$ cat src/rtl/dem_tan_so.sv
// Gated frequency counter with a free-running period meter on an asynchronous input.
// The gate window length and counter width are set by the parameters.
`timescale 1ns/1ps
module dem_tan_so #(
  parameter int unsigned GATE_CYCLES = 50000000,
  parameter int unsigned CNT_W       = 27
) (
  input  logic             clki,
  input  logic             rst_n,
  input  logic             sig_in,
  input  logic             start,
  input  logic             continuous,
  output logic [CNT_W-1:0] freq_out,
  output logic [CNT_W-1:0] period_out,
  output logic             valid,
  output logic             busy,
  output logic             ovf
);

  // Gate counter is sized from GATE_CYCLES so that a narrow CNT_W never truncates the window.
  localparam int unsigned      GATE_W    = (GATE_CYCLES > 1) ? $clog2(GATE_CYCLES) : 1;
  localparam logic [GATE_W-1:0] GATE_LAST = GATE_W'(GATE_CYCLES - 1);
  localparam logic [GATE_W-1:0] GATE_ONE  = GATE_W'(1);
  localparam logic [CNT_W-1:0]  CNT_MAX   = '1;
  localparam logic [CNT_W-1:0]  CNT_ONE   = CNT_W'(1);

  typedef enum logic [1:0] {
    IDLE,
    GATE,
    DONE
  } state_t;

  state_t             state_q, state_d;
  logic               s1_q, s2_q, s3_q;
  logic               sig_edge;
  logic [GATE_W-1:0]  gate_cnt_q, gate_cnt_d;
  logic [CNT_W-1:0]   edge_cnt_q, edge_cnt_d;
  logic               ovf_q, ovf_d;
  logic [CNT_W-1:0]   freq_q, freq_d;
  logic               valid_q, valid_d;
  logic [CNT_W-1:0]   per_cnt_q, per_cnt_d;
  logic [CNT_W-1:0]   per_inc;
  logic [CNT_W-1:0]   period_q, period_d;
  logic               seen_q, seen_d;

  assign sig_edge = s2_q & ~s3_q;
  assign per_inc  = (per_cnt_q == CNT_MAX) ? CNT_MAX : (per_cnt_q + CNT_ONE);

  always_comb begin
    state_d    = state_q;
    gate_cnt_d = gate_cnt_q;
    edge_cnt_d = edge_cnt_q;
    ovf_d      = ovf_q;
    freq_d     = freq_q;
    valid_d    = 1'b0;
    per_cnt_d  = per_cnt_q;
    period_d   = period_q;
    seen_d     = seen_q;

    unique case (state_q)
      IDLE: begin
        if (start) begin
          state_d    = GATE;
          gate_cnt_d = '0;
          edge_cnt_d = '0;
          ovf_d      = 1'b0;
        end
      end
      GATE: begin
        gate_cnt_d = gate_cnt_q + GATE_ONE;
        if (sig_edge) begin
          if (edge_cnt_q == CNT_MAX) begin
            ovf_d = 1'b1;
          end else begin
            edge_cnt_d = edge_cnt_q + CNT_ONE;
          end
        end
        if (gate_cnt_q == GATE_LAST) begin
          state_d = DONE;
        end
      end
      DONE: begin
        freq_d  = edge_cnt_q;
        valid_d = 1'b1;
        if (continuous) begin
          state_d    = GATE;
          gate_cnt_d = '0;
          edge_cnt_d = '0;
          ovf_d      = 1'b0;
        end else begin
          state_d = IDLE;
        end
      end
      default: state_d = IDLE;
    endcase

    // Period meter runs independently of the gate FSM.
    if (sig_edge) begin
      if (seen_q) begin
        period_d = per_inc;
      end
      per_cnt_d = '0;
      seen_d    = 1'b1;
    end else begin
      per_cnt_d = per_inc;
    end
  end

  always_ff @(posedge clki) begin
    if (!rst_n) begin
      state_q    <= IDLE;
      s1_q       <= 1'b0;
      s2_q       <= 1'b0;
      s3_q       <= 1'b0;
      gate_cnt_q <= '0;
      edge_cnt_q <= '0;
      ovf_q      <= 1'b0;
      freq_q     <= '0;
      valid_q    <= 1'b0;
      per_cnt_q  <= '0;
      period_q   <= '0;
      seen_q     <= 1'b0;
    end else begin
      state_q    <= state_d;
      s1_q       <= sig_in;
      s2_q       <= s1_q;
      s3_q       <= s2_q;
      gate_cnt_q <= gate_cnt_d;
      edge_cnt_q <= edge_cnt_d;
      ovf_q      <= ovf_d;
      freq_q     <= freq_d;
      valid_q    <= valid_d;
      per_cnt_q  <= per_cnt_d;
      period_q   <= period_d;
      seen_q     <= seen_d;
    end
  end

  assign freq_out   = freq_q;
  assign period_out = period_q;
  assign valid      = valid_q;
  assign busy       = (state_q == GATE);
  assign ovf        = ovf_q;

endmodule

$ cat config.mk
export PLATFORM = sky130hd
export DESIGN_NAME = dem_tan_so
export DESIGN_NICKNAME = d
export VERILOG_FILES = /design/src/rtl/dem_tan_so.sv
export SDC_FILE = /design/constraint.sdc
export NUM_CORES = 1
export LEC_CHECK = 0
export ABC_AREA = 1
export BUFFER_PORTS_ARGS = -buffer_cell sky130_fd_sc_hd__buf_2
export CORE_ASPECT_RATIO = 0.8
export CORE_UTILIZATION = 54
export DETAILED_ROUTE_END_ITERATION = 10
export MAX_ROUTING_LAYER = met4
export PLACE_DENSITY = 0.79
export SLEW_MARGIN = 20
export SYNTH_ARGS = -nofsm -noshare
export SYNTH_HDL_FRONTEND = slang
export SYNTH_SLANG_ARGS = --single-unit
export TNS_END_PERCENT = 10
$ cat constraint.sdc
create_clock -name clki -period 1.6 [get_ports clki]
set_clock_uncertainty 0.1 [all_clocks]
set_input_delay 0.16 -clock clki [delete_from_list [all_inputs] [get_ports clki]]
set_output_delay 0.16 -clock clki [all_outputs]
set_load 0.05 [all_outputs]
# After elaboration in Yosys (flattened, before gate mapping)
# Index checks and enable logic that the tools add are counted.
[totals] reg_bits=142 output_inout_bits=57
[op_classes] mux=19 addsub=3 n_reduce_logical=8 n_bitwise=3 n_eq_ne=11
[op_table] cell="27-bit two-way mux" n=5
[op_table] cell="27-bit case mux with 3 select lines" n=1
[op_table] cell="26-bit case mux with 3 select lines" n=1
[op_table] cell="27-bit by 1-bit adder with 27-bit output (second input constant)" n=2
[op_table] cell="27-bit == test (second input constant)" n=2
[op_table] cell="26-bit two-way mux" n=2
[op_table] cell="26-bit by 1-bit adder with 26-bit output (second input constant)" n=1
[op_table] cell="26-bit == test (second input constant)" n=1
[op_table] cell="5-bit AND reduction" n=2
[op_table] cell="1-bit two-way mux" n=6
[op_table] cell="2-bit by 1-bit != test with 1-bit output (second input constant)" n=3
[op_table] cell="2-bit != test (second input constant)" n=3
[op_table] cell="2-bit case mux with 3 select lines" n=1
[op_table] cell="2-bit two-way mux" n=2
[op_table] cell="2-bit AND reduction" n=2
[op_table] cell="1-bit case mux with 3 select lines" n=1
[op_table] cell="3-bit AND reduction" n=1
[op_table] cell="3-bit nonzero test" n=1
[op_table] cell="2-bit by 1-bit == test with 1-bit output (second input constant)" n=1
[op_table] cell="2-bit == test (second input constant)" n=1
[op_table] cell="2-bit zero test" n=1
[op_table] cell="1-bit inverter" n=2
[op_table] cell="2-bit OR reduction" n=1
[op_table] cell="1-bit bitwise AND" n=1

# Logic depth before layout (Yosys ltp)
[logic_depth] depth_word=4 ltp_mapped=12 depth_no_buf=11

# Worst setup path before layout
# OpenSTA, ideal clock, no wires.
[synth_path] path_type="reg-to-reg" start="register edge_cnt_q[1]" end="register edge_cnt_q[23]" path_buffers=1 path_slack_ps=-168 required_time_ps=1385 stages_incl_launch_ff=12 arrival_time_ps=1553 cell_sequence="dfxtp_1 ha_1 nand2_1 nor2_4 nand2_2 nor2_4 nand2_2 nand2_4 nand2_4 buf_6 a21oi_1 nor2_1"
[synth_between] elab_chain_len=4
[synth_rtl] element="start, declared" line="37" source="logic [CNT_W-1:0] edge_cnt_q, edge_cnt_d;"
[synth_rtl] element="start signal, assigned" line="129" source="edge_cnt_q <= edge_cnt_d;"
[synth_rtl] element="27-bit by 1-bit adder with 27-bit output" line="75" source="edge_cnt_d = edge_cnt_q + CNT_ONE;"
[synth_rtl] element="27-bit two-way mux" line="72" source="if (edge_cnt_q == CNT_MAX) begin"
[synth_rtl] element="27-bit two-way mux" line="71" source="if (sig_edge) begin"
[synth_rtl] element="27-bit case mux with 3 select lines" line="60" source="unique case (state_q)"
# Parallel ways exist; a longest one is shown, timed or not. The select of a mux whose other input is x is not followed.
# A chain may end at the register's enable or synchronous reset.

# Final worst setup path
[layout_path] start="register edge_cnt_q[10]" end="register edge_cnt_q[3]"
[layout_between] elab_chain_len=3
[layout_rtl] element="27-bit == test" line="72"
[layout_rtl] element="2-bit != test (no line)"
[layout_rtl] element="5-bit AND reduction (no line)"
# Every way passes these cells.

==> impl_metrics.json <==
{
  "status": "complete, but fails checks",
  "violations": "setup timing",
  "path_buf_inv": 1,
  "wl_um": 23400,
  "ys_seq_area_share_pct": 42.9,
  "drc_errors": 0,
  "relSlewSlack_pct": 72.3,
  "crit_arrival_ns": 2.12,
  "ioPinCount": 62,
  "r2r_slack_ns": -0.26,
  "tns_ns": -11.10,
  "power_density_nw_per_um2": 896,
  "slowest_stage": "dfxtp_2",
  "viasPerCell": 5.92,
  "clock_path_buffers": 2,
  "synth_warnings": 0,
  "maxCapViolCount": 0,
  "cts_tree": "yes",
  "synth_seq_cells": 142,
  "p_leak_nw": 4.16,
  "rows": 35,
  "worst_slew_pin_slew_ns": 0.412,
  "n_antenna_cell": 0,
  "synth_cells": 956,
  "layout_commonest_cell": "nand2_1",
  "hold_viol": 0,
  "die_w_um": 126,
  "path_cells": "nand2_1, nor2_2, nand2_2, nor2_4, nand2_2, nand2_4, nand2_8, buf_12, nand3_1, nand2_1, nor2_1",
  "period_needed_ns": 1.86,
  "drt_iter0_drc": 881,
  "areaGrowthSynthToFinish_pct": 40.9,
  "hpwlAfterDp_um": 12300,
  "rsz0062_at_grt": "true",
  "synth.top_cell.area_share_pct": 42.9,
  "critPathRequiredTime_ns": 1.86,
  "synth_nets": 964,
  "die_area_um2": 12700,
  "max_freq_mhz": 537,
  "place_inst": 1251,
  "slowest_delay_ns": 0.39,
  "min_period_over_period_pct": 116,
  "synth_top_area_cell": "dfxtp_1",
  "track_usage_pct": 33.8,
  "synth_cell_types": 37,
  "num_vias": 7714,
  "ir_worst_vdd_mv": 0.811,
  "maxSlewViolCount": 0,
  "setup_viol": 87,
  "io_buffers": 61,
  "criticalPathCategory": "reg -> reg",
  "coreArea_um2": 11700,
  "die_h_um": 101,
  "yosys-top-cells-area": "dfxtp_1, nand2_1, nor2_1",
  "finalPower_mw": 8.37,
  "num-nets-final": 1150,
  "min-delay-path-class": "in -> reg",
  "cts_sinks": 142,
  "grt_max_degree": 37,
  "drt_pass1_iterations": 6,
  "initial_core_util_pct": 56.5,
  "startpoint_type": "register",
  "cts-root-buf": "clkbuf_16",
  "htree_levels": 4,
  "antenna_left": 0,
  "finalCoreUtilization_pct": 79.6,
  "grt_pass1_wl_um": 33000,
  "antenna_found_initial": 0,
  "cts_buffers": 17,
  "gr-total-overflow": 0,
  "crit_family": "simple AND/OR/NAND/NOR gates",
  "gp_congestion": 0.944,
  "final_cell_mix": "nand2_1, nor2_1, dfxtp_1, buf_4, inv_1",
  "layout.cells.non_filler": 1303,
  "grt_pass1_vias": 6908,
  "clk_latency_ns": 0.44,
  "layout-drive-gt1-share_pct": 34.1,
  "dpl_worst_slack_ns": -0.166,
  "netlist_area_um2": 6630,
  "end_kind": "register",
  "crit_path_max_fanout": 14,
  "wl_per_cell_um": 18.0,
  "path_clk_slew_ns": 0.07,
  "worst_slack_ns": -0.261,
  "syn_area_per_cell_um2": 6.94
}
==> sequential cells by signal (all words and copies together), names as in the netlist <==
register and count:
s2_q 1, edge_cnt_q 27, seen_q 1, per_cnt_q 27, freq_out 27, valid 1
state_q 2, s3_q 1, period_out 27, s1_q 1, gate_cnt_q 26, ovf 1
==> Yosys cell counts (all sizes together) <==
cell type and count:
nor4 4, xor2 15, xnor2 6, dfxtp 142, and2 1, clkinv 2, o21a 9, nor2 160
o21bai 3, ha 3, a31oi 2, nor3 33, a21oi 63, inv 119, o211ai 10, or3 1
o21ai 52, nand2 187, a211oi 1, clkbuf 16, a32o 1, nand3 89, nor3b 2, nand4 18
nand3b 1, buf 16
==> routing by layer <==
metal | vias to the layer above | routed length, µm | track usage [%]
met5 | - | 0 | -
li1 | 3470 | - | -
met4 | 0 | 1280 | 15.8
met3 | 170 | 2340 | 6.53
met1 | 3516 | 9340 | 43.1
met2 | 558 | 10500 | 51.8
==> power breakdown <==
| part | internal, mW | total (mW) | leakage (nW) | switching [mW] |
|---|---|---|---|---|
| Combinational | 0.355 | 0.937 | 2.73 | 0.582 |
| Sequential | 3.58 | 3.61 | 1.16 | 0.0326 |
| Clock | 2.18 | 3.83 | 0.277 | 1.65 |
==> area by class of cell <==
cell class	instances	area [µm²]
multi-input cells	664	3800
flip-flops and latches	142	2880
fillers	708	2390
repair buffers	196	1460
inverters	121	457
clock buffers	19	443
well taps	148	185
clock inverters	13	115
==> worst register-to-register path: stages, from the launching register on <==
cell,delay [ns]
dfxtp_2,0.39
nand2_1,0.14
nor2_2,0.17
nand2_2,0.10
nor2_4,0.13
nand2_2,0.10
nand2_4,0.10
nand2_8,0.09
buf_12,0.18
nand3_1,0.11
nand2_1,0.07
nor2_1,0.12
==> cell families after synthesis <==
group | Yosys count | share of synthesized area [%]
xor gates and xnor gates | 21 | 2.77
AOI/OAI and AO/OA | 141 | 11.6
adders and majority gates | 3 | 0.566
and+or+nand+nor | 496 | 32.8
buffers and inverters | 153 | 9.32
DFF | 142 | 42.9
==> what timing repair did <==
action,in CTS,in global routing
setup buffers,10,3
hold buffers,2,0
endpoints found under the hold margin,3,0
pin swaps,21,17
gates resized for setup,81,96
gates cloned,4,2
setup endpoints to repair,89,107
==> worst paths after layout <==
path | cells after the start | startpoint | end
setup / recovery | 11 | edge_cnt_q[10] | edge_cnt_q[3]
hold / removal | 7 | start | gate_cnt_q[25]
setup reg to reg | 11 | edge_cnt_q[10] | edge_cnt_q[3]
hold reg to reg | 2 | s1_q | s2_q
==> through the flow <==
stage	hold slack [ns]	cell area, µm²
floorplan	0.158	6710
global placement	0.291	7970
detailed placement	0.286	7970
CTS	0.295	8960
global route	0.350	9350
finish	0.324	9350
Power figures use the tool's default switching activity.
